## src/rtl/tx_am_scheduler.sv

```systemverilog
`default_nettype none
// +----------------------------------------------------------------------------+
// | tx_am_scheduler                                                            |
// | Inserts 40GBASE-R alignment-marker groups into the 66-bit block stream.    |
// | It throttles the source and tracks per-lane BIP across an 8-entry skid FIFO.|
// | Revision: 1.0                                                              |
// +----------------------------------------------------------------------------+
module tx_am_scheduler #(
  parameter int AM_INTERVAL = 16384,
  parameter int PAUSE_LEAD  = 2
) (
  input  logic        TX_CLK,
  input  logic        reset,
  input  logic [65:0] in_block,
  input  logic        in_valid,
  input  logic        am_enable,
  output logic        tx_pause,
  output logic [65:0] out_block,
  output logic        out_valid,
  output logic        out_am,
  output logic [1:0]  out_lane,
  output logic [3:0]  fifo_level,
  output logic        fifo_ovf,
  output logic        fifo_unf
);

  localparam int c_period = 4 * AM_INTERVAL;
  localparam int c_cw     = $clog2(c_period);
  localparam int c_aw     = c_cw + 1;
  localparam logic [c_cw-1:0] c_cnt_max  = c_cw'(c_period - 1);
  localparam logic [c_cw-1:0] c_arm_slot = c_cw'((c_period - PAUSE_LEAD) % c_period);

  logic [c_cw-1:0] r_cnt;
  logic            r_am_armed;
  logic [65:0]     r_mem [8];
  logic [2:0]      r_rd_ptr;
  logic [2:0]      r_wr_ptr;
  logic [3:0]      r_level;
  logic [65:0]     r_out_block;
  logic            r_out_valid;
  logic            r_out_am;
  logic [1:0]      r_out_lane;
  logic            r_ovf;
  logic            r_unf;
  logic [7:0]      r_bip [4];

  logic [c_aw-1:0] w_ahead_raw;
  logic [c_aw-1:0] w_ahead;
  logic [1:0]      w_lane;
  logic            w_am_slot;
  logic            w_pop;
  logic            w_push;
  logic            w_drop;
  logic [65:0]     w_head;
  logic [23:0]     w_m;
  logic [7:0]      w_bip_cur;
  logic [65:0]     w_am_block;

  // Folds a block into the 8-bit BIP: bits 2..65 byte-wise, sync bits onto BIP bits 3 and 4.
  function automatic logic [7:0] f_bip(input logic [65:0] blk);
    logic [7:0] p;
    p = 8'h00;
    for (int k = 0; k < 8; k++) begin
      p = p ^ blk[8*k+2 +: 8];
    end
    p = p ^ {3'b000, blk[1], blk[0], 3'b000};
    return p;
  endfunction

  // Pause window is the AM group seen PAUSE_LEAD slots early, modulo the period.
  assign w_ahead_raw = {1'b0, r_cnt} + c_aw'(PAUSE_LEAD);
  assign w_ahead     = (w_ahead_raw >= c_aw'(c_period)) ? (w_ahead_raw - c_aw'(c_period))
                                                         : w_ahead_raw;
  assign tx_pause    = r_am_armed && (w_ahead < c_aw'(4));

  assign w_lane    = r_cnt[1:0];
  assign w_am_slot = r_am_armed && (r_cnt < c_cw'(4));
  assign w_head    = r_mem[r_rd_ptr];
  assign w_pop     = !w_am_slot && (r_level != 4'd0);
  assign w_push    = in_valid && ((r_level != 4'd8) || w_pop);
  assign w_drop    = in_valid && !w_push;

  always_comb begin
    w_m = 24'h000000;
    case (w_lane)
      2'd0:    w_m = {8'h47, 8'h76, 8'h90};
      2'd1:    w_m = {8'hE6, 8'hC4, 8'hF0};
      2'd2:    w_m = {8'h9B, 8'h65, 8'hC5};
      default: w_m = {8'h3D, 8'h79, 8'hA2};
    endcase
  end

  assign w_bip_cur  = r_bip[w_lane];
  assign w_am_block = {~w_bip_cur, ~w_m, w_bip_cur, w_m, 2'b01};

  always_ff @(posedge TX_CLK) begin
    if (w_push) begin
      r_mem[r_wr_ptr] <= in_block;
    end
  end

  always_ff @(posedge TX_CLK or negedge reset) begin
    if (!reset) begin
      r_cnt       <= '0;
      r_am_armed  <= 1'b0;
      r_rd_ptr    <= 3'd0;
      r_wr_ptr    <= 3'd0;
      r_level     <= 4'd0;
      r_out_block <= 66'h0;
      r_out_valid <= 1'b0;
      r_out_am    <= 1'b0;
      r_out_lane  <= 2'd0;
      r_ovf       <= 1'b0;
      r_unf       <= 1'b0;
      for (int i = 0; i < 4; i++) begin
        r_bip[i] <= 8'h00;
      end
    end else begin
      r_cnt      <= (r_cnt == c_cnt_max) ? '0 : r_cnt + c_cw'(1);
      r_out_lane <= w_lane;
      if (r_cnt == c_arm_slot) begin
        r_am_armed <= am_enable;
      end
      if (w_push) begin
        r_wr_ptr <= r_wr_ptr + 3'd1;
      end
      if (w_pop) begin
        r_rd_ptr <= r_rd_ptr + 3'd1;
      end
      r_level <= r_level + {3'b000, w_push} - {3'b000, w_pop};
      if (w_drop) begin
        r_ovf <= 1'b1;
      end
      // The AM itself seeds the next interval's BIP for its lane.
      if (w_am_slot) begin
        r_out_block   <= w_am_block;
        r_out_valid   <= 1'b1;
        r_out_am      <= 1'b1;
        r_bip[w_lane] <= f_bip(w_am_block);
      end else if (w_pop) begin
        r_out_block   <= w_head;
        r_out_valid   <= 1'b1;
        r_out_am      <= 1'b0;
        r_bip[w_lane] <= w_bip_cur ^ f_bip(w_head);
      end else begin
        r_out_valid <= 1'b0;
        r_out_am    <= 1'b0;
        r_unf       <= 1'b1;
      end
    end
  end

  assign out_block  = r_out_block;
  assign out_valid  = r_out_valid;
  assign out_am     = r_out_am;
  assign out_lane   = r_out_lane;
  assign fifo_level = r_level;
  assign fifo_ovf   = r_ovf;
  assign fifo_unf   = r_unf;

endmodule
`default_nettype wire
```

## config.mk

```make
export PLATFORM = sky130hd
export DESIGN_NAME = tx_am_scheduler
export DESIGN_NICKNAME = d
export VERILOG_FILES = /design/src/rtl/tx_am_scheduler.sv
export SDC_FILE = /design/constraint.sdc
export NUM_CORES = 1
export LEC_CHECK = 0
export BUFFER_PORTS_ARGS = -buffer_cell sky130_fd_sc_hd__buf_2
export CAP_MARGIN = 10
export CELL_PAD_IN_SITES_DETAIL_PLACEMENT = 0
export CELL_PAD_IN_SITES_GLOBAL_PLACEMENT = 2
export CORE_MARGIN = 2
export CORE_UTILIZATION = 25
export CTS_CLUSTER_DIAMETER = 80
export CTS_CLUSTER_SIZE = 20
export DETAILED_ROUTE_END_ITERATION = 8
export PLACE_DENSITY = 0.57
export SLEW_MARGIN = 5
export SYNTH_ARGS = -nofsm -noshare
export SYNTH_HDL_FRONTEND = slang
export SYNTH_SLANG_ARGS = --single-unit
```

## constraint.sdc

```tcl
create_clock -name TX_CLK -period 15.1 [get_ports TX_CLK]
set_input_delay 0 -clock TX_CLK [delete_from_list [all_inputs] [get_ports TX_CLK]]
set_output_delay 0 -clock TX_CLK [all_outputs]
set_load 0.02 [all_outputs]
```

==> flow_metrics.tcl, run 1 <==
set metrics [dict create \
    status "complete, no violations" \
    yosysMostFrequentCell "edfxtp_1" \
    min_period_over_period 0.314 \
    firstDrtPassIters 4 \
    post_drt_wl_per_cell_um 24.1 \
    die_w_um 337 \
    drc 0 \
    synthCells 1594 \
    setup_tns_ns 0 \
    routed-via-count 15000 \
    p_per_area_nw_per_um2 208 \
    syn-cell-area_um2 27700 \
    leakagePower_uw 0.0110 \
    place_hpwl_um 51200 \
    io_pins 147 \
    antenna_found_initial 12 \
    ys_ff_latch 659 \
    grt_pass1_wl_um 115000 \
    gp_congestion 0.751 \
    via_per_inst 4.51 \
    synth-edff-count 528 \
    startpoint_type "flop" \
    cts_resized 0 \
    drv_slew 0 \
    utilization 0.292 \
    setup_viol_count_final 0 \
    async_flop_share 0.199 \
    postCtsSetupBuffers 0 \
    ant_nets 0 \
    max-cap-violations 0 \
    clkTransAtPathRegs_ns 0.09 \
    totalWireLength_um 80100 \
    cts_made_buffers 43 \
    final_cells 3318 \
    max_slew.worst_pin.slew_ns 1.16 \
    cp-end-kind "flop" \
    dieArea_um2 113000 \
    place_inst 3166 \
    arrival_ns 5.21 \
    ys_top_cells_by_count "528 x edfxtp_1, 150 x mux4_2, 131 x dfrtp_1" \
    hp-class "in2reg" \
    maxSlewHeadroom 0.230 \
    rsz0062_at_grt "no" \
    num-fill-cells 11000 \
    ys_types 55 \
    ctsHoldBuffers 71 \
    grt_max_degree 62 \
    grt_pass1_vias 15600 \
    io_buffers 146 \
    drtIter0Drc 1252 \
    cts_htree_levels 2 \
    grtUsageTotal 0.141 \
    finalClockSkew_ns 0.0472 \
    finalCriticalPeriod_ns 4.74 \
    yosysWarnings 0 \
    ys_seq_area_frac 0.692 \
    core-area_um2 110000 \
    avgSynthCellArea_um2 17.4 \
    initial_core_util 0.251 \
    fmax_ghz 0.211 \
    die_h_um 337 \
    grt_remaining_overflow 0 \
    stdcell_area_um2 32200 \
    drive_gt1_frac 0.230 \
    clk_latency_ns 0.64 \
    hold_viol_final 0 \
    required_ns 15.58 \
    cts_tree "done" \
    yosysTopAreaCellShare 0.573 \
    synth_top_cell_by_area "edfxtp_1" \
    synthFlopType "edfxtp_1" \
    post_dp_cell_area_um2 30100 \
    synth.area.top_cells "edfxtp_1 57%, mux4_2 12%, dfrtp_1 12%" \
    fp-row-count 122 \
    nets 1878 \
    synthesis.nets 1678 \
    cts_sinks 659 \
    crit_fanout 51 \
    crit_type "reg2reg" \
    areaGrowthSynthToFinish_pct 16.4 \
    peakVddDrop_mv 0.102 \
    clockBufferDepth 3 \
    clock-root-buffer "clkbuf_16" \
]
## sequential cells by signal, summed over array words and instances, names as in the netlist, 2 cells and up
register	cells
out_block	66
r_bip	32
fifo_level	4
out_lane	2
r_wr_ptr	3
r_mem	528
r_rd_ptr	3
r_cnt	16
## per-layer routing
metal | track usage | up-vias | wire length [um]
li1 | - | 6580 | -
met1 | 0.198 | 7942 | 37000
met2 | 0.229 | 355 | 38000
met3 | 0.0244 | 74 | 3850
met4 | 0.0293 | 8 | 1220
met5 | 0 | - | 48
## kinds of logic after synthesis
family | count (synthesis) | synth area share
buffers and inverters | 104 | 0.0198
xor gates and xnor gates | 141 | 0.0486
muxes | 231 | 0.154
AOI/OAI and AO/OA | 200 | 0.0418
DFF | 659 | 0.692
and+or+nand+nor | 245 | 0.0375
adders and majority gates | 14 | 0.00660
## metrics by stage
step           hold WS [ns]  setup slack [ns]  power (uW)
2_1_floorplan        -0.296              8.71        4580
3_3_place_gp        -0.0273             10.40        5500
3_5_place_dp        -0.0231             10.34        5520
4_1_cts               0.125             10.28        6810
5_1_grt               0.173             10.02        7070
6_report              0.173             10.36        6690
## critical path: stages (launching register included)
cell and delay, ns:
dfrtp_4 0.91, buf_4 0.81, buf_4 0.81, mux4_2 0.44, xor2_1 0.17, mux2i_1 0.13
xnor2_1 0.52, xnor3_1 0.50, nand2_1 0.13, o21ai_0 0.13
## worst paths after layout
kind / startpoint / end / slack [ns] / cells past startpoint
worst min register to register: fifo_unf / fifo_unf / 0.46 / 1
min in group asynchronous: reset / r_rd_ptr[2] / 0.54 / 4
max in group asynchronous: reset / r_rd_ptr[0] / 13.13 / 5
worst min-delay path: in_block[47] / r_mem[2][47] / 0.17 / 2
worst max-delay path: r_rd_ptr[1] / r_bip[2] / 10.36 / 9
worst max register to register: r_rd_ptr[1] / r_bip[2] / 10.36 / 9
## cells in the final DEF, fill, tap and decap left out, types with 12 or more instances in the layout
cell             n
clkbuf_16       43
mux2i_1         67
mux4_2         150
inv_1           12
dlygate4sd3_1   70
xor2_1          51
o211ai_1        15
dfrtp_1        128
xnor2_1         82
a211oi_1        13
buf_2          145
nand2_1        110
edfxtp_1       528
o21ai_0         79
clkbuf_1        19
a21oi_1         60
buf_4           30
ha_1            13
nor2_1          77
## power breakdown
part           internal, uW  switching, uW  leakage (uW)
Combinational          1250           1590       0.00402
Clock                   604            646      0.000667
Sequential             2330            273       0.00635
## area by class of cell
class / instances / area [um^2] / area share
tap: 1488 / 1860 / 0.0578
sequential: 659 / 19100 / 0.594
multi-input combinational: 831 / 8060 / 0.250
timing repair buffer: 247 / 1690 / 0.0525
antenna: 2 / 5.00 / 0.000155
clock buffer: 63 / 1160 / 0.0361
clock inverter: 16 / 235 / 0.00730
inverter: 12 / 45.0 / 0.00140
Power figures use the tool's default switching activity.
==> run 2, diff against run 1 <==
--- a/config.mk
+++ b/config.mk
@@ -5,6 +5,7 @@
 export SDC_FILE = /design/constraint.sdc
 export NUM_CORES = 1
 export LEC_CHECK = 0
+export ABC_AREA = 1
 export BUFFER_PORTS_ARGS = -buffer_cell sky130_fd_sc_hd__buf_2
 export CAP_MARGIN = 10
 export CELL_PAD_IN_SITES_DETAIL_PLACEMENT = 0
@@ -14,7 +15,7 @@
 export CTS_CLUSTER_DIAMETER = 80
 export CTS_CLUSTER_SIZE = 20
 export DETAILED_ROUTE_END_ITERATION = 8
-export PLACE_DENSITY = 0.57
+export PLACE_DENSITY = 0.64
 export SLEW_MARGIN = 5
 export SYNTH_ARGS = -nofsm -noshare
 export SYNTH_HDL_FRONTEND = slang
==> constraint.sdc (replaced) <==
create_clock -name TX_CLK -period 4.3 [get_ports TX_CLK]
set_input_delay 0 -clock TX_CLK [delete_from_list [all_inputs] [get_ports TX_CLK]]
set_output_delay 0 -clock TX_CLK [all_outputs]
set_load 0.02 [all_outputs]
==> run 2 against run 1 <==
The flow now finishes with violations (hold timing). Final cell count rose by 35%. Critical path type unchanged. Synthesized cell count rose by 71%. Clock skew fell by 0.017 ns. Sequential share of layout area fell by 2.2 points. Utilization rose by 0.14 points. Area after synthesis rose by 3.3%. Critical endpoint is now r_bip[27].
==> flow_metrics.tcl, run 2 <==
set metrics [dict create \
    ys_types 46 \
    via_per_inst 4.44 \
    clkTransAtPathRegs_ns 0.08 \
    drive_gt1_frac 0.105 \
    final.setup.worst_slack_ns 1.15 \
    sw_frac_of_total 0.447 \
    top_register "r_mem" \
    p_clk_frac 0.190 \
    required_ns 4.77 \
    syn-cell-area_um2 28600 \
    synthFlopType "edfxtp_1" \
    p_switching_uw 11100 \
    grt_remaining_overflow 0 \
    gp_congestion 0.775 \
    avgSynthCellArea_um2 10.5 \
    synth-adder-area-share 0.00639 \
    grtUsageTotal 0.162 \
    fp-row-count 124 \
    dr_wl_met3_um 3860 \
    status "finished, violations left" \
    core-area_um2 114000 \
    antenna_found_initial 13 \
    die_h_um 342 \
    ys_top_cells_by_count "646 x nand2_1, 528 x edfxtp_1, 456 x nor2_1" \
    rsz0062_at_grt "no" \
    reg2reg_depth 12 \
    combPwrFrac 0.454 \
    synth-edff-count 528 \
    finalClockSkew_ns 0.0305 \
    routed.top_layer "met5" \
    fmax_ghz 0.317 \
    firstDrtPassIters 5 \
    layout_common_cells "646 x nand2_1, 528 x edfxtp_1, 448 x nor2_1" \
    totalWireLength_um 94900 \
    dieArea_um2 117000 \
    violations "hold timing" \
    crit_fanout 48 \
    leakagePower_uw 0.0130 \
    endpoint "r_bip[27]" \
    internal_power_uw 13700 \
    r2r-start "r_rd_ptr[0]" \
    io_buffers 146 \
    cts_made_buffers 46 \
    min_period_over_period 0.733 \
    synth_top_cell_by_area "edfxtp_1" \
    final_cells 4479 \
    ant_nets 0 \
    setup_tns_ns 0 \
    crit_type "reg2reg" \
    synthCells 2732 \
    synth_compound_area_frac 0.0838 \
    clockBufferDepth 3 \
    areaGrowthSynthToFinish_pct 16.9 \
    cp-end-kind "flop" \
    io_pins 147 \
    maxSlewHeadroom 0.343 \
    grt_max_degree 77 \
    power.total_uw 24800 \
    drtIter0Drc 1588 \
    rrSetupSlack_ns 1.15 \
    synth-xor-area-share 0.00792 \
    ys_ff_latch 659 \
    wl_met2_um 43000 \
    place_inst 4321 \
    worstReg2RegEnd "r_bip[27]" \
    utilization 0.294 \
    nets 3010 \
    synthesis.nets 2816 \
    muxShareOfSynthArea 0.000394 \
    finalCriticalPeriod_ns 3.15 \
    clock-root-buffer "clkbuf_16" \
    die_w_um 342 \
    initial_core_util 0.251 \
    setup_viol_count_final 0 \
    synth_top_family_by_area "simple AND/OR/NAND/NOR gates" \
    drc 0 \
    yosysMostFrequentCell "nand2_1" \
    max_slew.worst_pin.slew_ns 0.985 \
    dpl_worst_slack_ns 1.16 \
    hold_viol_final 8 \
    cts_tree "done" \
    drv_slew 0 \
    startpoint_type "flop" \
    yosysTopAreaCellShare 0.555 \
    largest_reg_flops 528 \
    clk_latency_ns 0.63 \
    crit_start "r_rd_ptr[0]" \
    grt_pass1_vias 19300 \
    async_flop_share 0.199 \
    wl_met1_um 46100 \
    cts_htree_levels 2 \
    final_common_cell "nand2_1" \
    ys_seq_area_frac 0.669 \
    grt_pass1_wl_um 139000 \
    peakVddDrop_mv 0.330 \
    post_drt_wl_per_cell_um 21.2 \
    hold_ws_ns -0.0133 \
    seq_power_share 0.356 \
    max-cap-violations 0 \
    cts_sinks 659 \
    synth.area.top_cells "edfxtp_1 55%, dfrtp_1 11%, nand2_1 8.5%" \
    p_per_area_nw_per_um2 740 \
    yosysWarnings 0 \
    arrival_ns 3.62 \
    place_hpwl_um 59900 \
    hp-class "in2async" \
    routed-via-count 19900 \
    synthSimpleGateAreaFrac 0.181 \
]
==> run 2: changes by cell type after synthesis, moves of 78 or more <==
| cell | before | now |
|---|---|---|
| inv_1 | 12 | 169 |
| mux4_2 | 150 | 0 |
| nand2_1 | 111 | 646 |
| nand3_1 | 7 | 160 |
| nor2_1 | 83 | 456 |
| o21ai_0 | 79 | 227 |
| o21ai_1 | 1 | 79 |
==> run 2: worst max-delay path: stages (launching register included) <==
cell and delay (ns):
dfrtp_4 0.71, inv_6 0.26, buf_12 0.28, o21ai_0 0.19, o21ai_1 0.12, o21ai_0 0.52
nand2_1 0.10, nand2_1 0.14, nand3_1 0.22, nand2_1 0.13, nand2_1 0.05, nand2_1 0.15
a21oi_1 0.08
==> run 2: power groups by stage <==
stage / sequential (uW) / clock, uW / combinational, uW
floorplan: 9040 / 0 / 7010
global placement: 8970 / 0 / 11400
detailed placement: 8960 / 0 / 11400
CTS: 8820 / 4850 / 11400
global route: 8920 / 5060 / 12700
finish: 8810 / 4710 / 11200
==> run 2: area by class of cell <==
| type | count | area [um^2] |
|---|---|---|
| Antenna cell | 3 | 7.51 |
| Timing Repair Buffer | 276 | 2140 |
| Tap cell | 1512 | 1890 |
| Fill cell | 11900 | 80400 |
| Sequential cell | 659 | 19100 |
| Inverter | 175 | 667 |
| Clock inverter | 19 | 224 |
| Multi-Input combinational cell | 1768 | 8050 |
| Clock buffer | 67 | 1310 |
==> run 2: how the worst min path moves through the flow <==
stage	startpoint	end	slack (ns)
global placement	reset	out_lane[0]	0.12
detailed placement	reset	out_lane[0]	0.12
CTS	reset	out_block[53]	0.02
floorplan	reset	fifo_level[0]	-0.30
global route	reset	out_block[53]	0.04
finish	reset	out_lane[0]	-0.01
==> run 2: stage by stage <==
step,cell area (um^2),hold slack (ns)
detailed placement,31200,0.117
floorplan,28600,-0.296
finish,33400,-0.0133
global route,33400,0.0383
global placement,31200,0.121
CTS,33400,0.0188
==> run 2: metal layers <==
layer  global-route usage  up-vias
met1                0.235     9770
met4               0.0355       12
li1                     -     9660
met2                0.256      357
met5                    0        -
met3               0.0222       96
==> run 2: logic make-up (layout without fill, tap and decap cells) <==
family                   Yosys count  in the layout
AO/OA/AOI/OAI                    431            431
multiplexers                       1              1
AND/OR/NAND/NOR                 1297           1297
buffers and inverters            305            537
other                              0              3
adder cells (fa/ha/maj)           14             14
XOR/XNOR                          25             25
flip-flops                       659            659
==> run 2: timing repair <==
action	4_1_cts	5_1_grt
endpoints found under the hold margin	607	0
buffers inserted	0	0
gates resized for setup	0	0
setup endpoints to repair	0	0
hold buffers	69	0
==> run 3, diff against run 2 <==
--- a/config.mk
+++ b/config.mk
@@ -5,7 +5,7 @@
 export SDC_FILE = /design/constraint.sdc
 export NUM_CORES = 1
 export LEC_CHECK = 0
-export ABC_AREA = 1
+export ABC_AREA = 0
 export BUFFER_PORTS_ARGS = -buffer_cell sky130_fd_sc_hd__buf_2
 export CAP_MARGIN = 10
 export CELL_PAD_IN_SITES_DETAIL_PLACEMENT = 0
@@ -15,7 +15,7 @@
 export CTS_CLUSTER_DIAMETER = 80
 export CTS_CLUSTER_SIZE = 20
 export DETAILED_ROUTE_END_ITERATION = 8
-export PLACE_DENSITY = 0.64
+export PLACE_DENSITY = 0.59
 export SLEW_MARGIN = 5
 export SYNTH_ARGS = -nofsm -noshare
 export SYNTH_HDL_FRONTEND = slang
==> constraint.sdc (replaced) <==
create_clock -name TX_CLK -period 2.8 [get_ports TX_CLK]
set_input_delay 0 -clock TX_CLK [delete_from_list [all_inputs] [get_ports TX_CLK]]
set_output_delay 0 -clock TX_CLK [all_outputs]
set_load 0.02 [all_outputs]
==> run 3 against run 2 <==
The run ends with setup timing left. Design area is 2.9% higher. Combinational power up 73%. Power is 61% higher. Critical path depth decreased by 3. Routed wire length down 13%. Sequential power increased by 57%. Critical path type unchanged. Largest cell class unchanged.
==> flow_metrics.tcl, run 3 (synthesis gave the netlist of run 1 again) <==
set metrics [dict create \
    status "finished, violations left" \
    violations "setup timing" \
    areaGrowthSynthToFinish_pct 24.3 \
    cp_top_family "multiplexers" \
    crit_buf_inv 2 \
    peakVddDrop_mv 0.608 \
    ant_nets 0 \
    stdcell_area_um2 34400 \
    clockBufferDepth 3 \
    leakagePower_uw 0.0122 \
    critPathSlowestCell "dfrtp_4" \
    crit_type "reg2reg" \
    core-area_um2 110000 \
    die_w_um 337 \
    fp-row-count 122 \
    drtIter0Drc 1342 \
    cp-end-kind "flop" \
    drive_gt1_frac 0.326 \
    crit_start "r_rd_ptr[1]" \
    top_register "r_mem" \
    gp_congestion 0.770 \
    max-cap-violations 0 \
    fmax_ghz 0.356 \
    drc 0 \
    crit_fanout 7 \
    grt_max_degree 73 \
    initial_core_util 0.251 \
    cts_tree "done" \
    max_stage_delay_ns 0.53 \
    grt_remaining_overflow 0 \
    drv_slew 0 \
    post_dp_cell_area_um2 31400 \
    clk_latency_ns 0.62 \
    hold_viol_final 0 \
    startpoint_type "flop" \
    hp-class "in2async" \
    layout_common_cells "528 x edfxtp_1, 160 x buf_4, 150 x mux4_2" \
    io_pins 147 \
    largest_reg_flops 528 \
    die_h_um 337 \
    final_common_cell "edfxtp_1" \
    clock-root-buffer "clkbuf_16" \
    cts_sinks 659 \
    finalClockSkew_ns 0.0431 \
    grt_pass1_wl_um 116000 \
    post_drt_wl_per_cell_um 23.7 \
    min_period_over_period 1.00 \
    antenna_found_initial 14 \
    p_per_area_nw_per_um2 1160 \
    routed-via-count 15700 \
    path_cells "buf_12 > buf_8 > mux4_2 > mux2_4 > xnor2_4 > xnor2_1 > xnor3_1 > nand2_2 > o21ai_0" \
    dpl_worst_slack_ns -0.0994 \
    grt_pass1_vias 16000 \
    max_slew.worst_pin.slew_ns 1.08 \
    cts_made_buffers 43 \
    hold_ws_ns 0.0590 \
    firstDrtPassIters 7 \
    final.setup.worst_slack_ns -0.00646 \
    place_hpwl_um 53200 \
    cts_htree_levels 2 \
    grtUsageTotal 0.142 \
    setup_tns_ns -0.0124 \
    arrival_ns 3.31 \
    setup_viol_count_final 2 \
    finalCriticalPeriod_ns 2.81 \
    dieArea_um2 113000 \
    rsz0062_at_grt "yes" \
    r2r-start "r_rd_ptr[1]" \
    required_ns 3.30 \
    via_per_inst 4.49 \
    io_buffers 146 \
    maxSlewHeadroom 0.271 \
    nets 2053 \
    clkTransAtPathRegs_ns 0.09 \
    totalWireLength_um 82700 \
]
-- run 3: cell types whose count changed in the layout (fill, tap and decap cells not counted), sizes merged, moves of 35 or more --
cell / before / now
nand2: 652 / 111
nor2: 456 / 83
o21ai: 308 / 80
inv: 182 / 17
nand3: 163 / 7
mux4: 0 / 150
buf: 207 / 346
xnor2: 6 / 82
mux2i: 0 / 73
o211ai: 50 / 15
-- run 3: area by class of cell --
cell class | instances | area, um^2
flip-flops and latches | 659 | 19200
fillers | 10900 | 75800
clock buffers | 68 | 1210
well taps | 1488 | 1860
inverters | 12 | 45.0
diodes | 2 | 5.00
clock inverters | 12 | 143
repair buffers | 422 | 3600
multi-input cells | 831 | 8380
-- run 3: power breakdown --
part           total (uW)  switching [uW]  internal (uW)
clock                6600            3510           3090
combinational       19400           10000           9360
sequential          13800            1200          12600
total               39800           14700          25000
-- run 3: path summary, 6_finish.rpt --
kind | endpoint | slack [ns] | depth (start not counted)
max in group asynchronous | out_block[16] | 2.42 | 3
min in group TX_CLK | r_am_armed | 0.19 | 3
min reg2reg | r_bip[17] | 0.48 | 2
min | r_bip[28] | 0.06 | 3
max reg2reg | r_bip[8] | -0.006 | 9
max | r_bip[8] | -0.006 | 9
-- run 3: worst min-delay path: stages --
cell and delay (ns):
dlygate4sd3_1 0.56, buf_6 0.20, buf_4 0.28
-- run 3: what timing repair did --
item | CTS | global route
hold buffers | 70 | 0
buffers inserted | 11 | 38
pin swaps | 5 | 38
endpoints found under the hold margin | 664 | 0
endpoints found under the setup margin | 19 | 35
gates resized for setup | 19 | 59
cloned | 2 | 5
-- run 3: per-layer routing --
metal,wire length [um],part of all wire,track usage,vias to the layer above
met2,38700,0.47,0.226,355
met5,32,0.00039,0,-
li1,-,-,-,6935
met4,1390,0.017,0.0300,6
met3,4120,0.050,0.0252,80
met1,38500,0.47,0.201,8324
-- run 3: through the flow --
step	utilization	power, uW	instances
6_report	0.312	39800	3494
5_1_grt	0.312	42000	3494
4_1_cts	0.306	38800	3449
3_5_place_dp	0.285	31500	3286
3_3_place_gp	0.285	31300	3286
2_1_floorplan	-	24700	1594
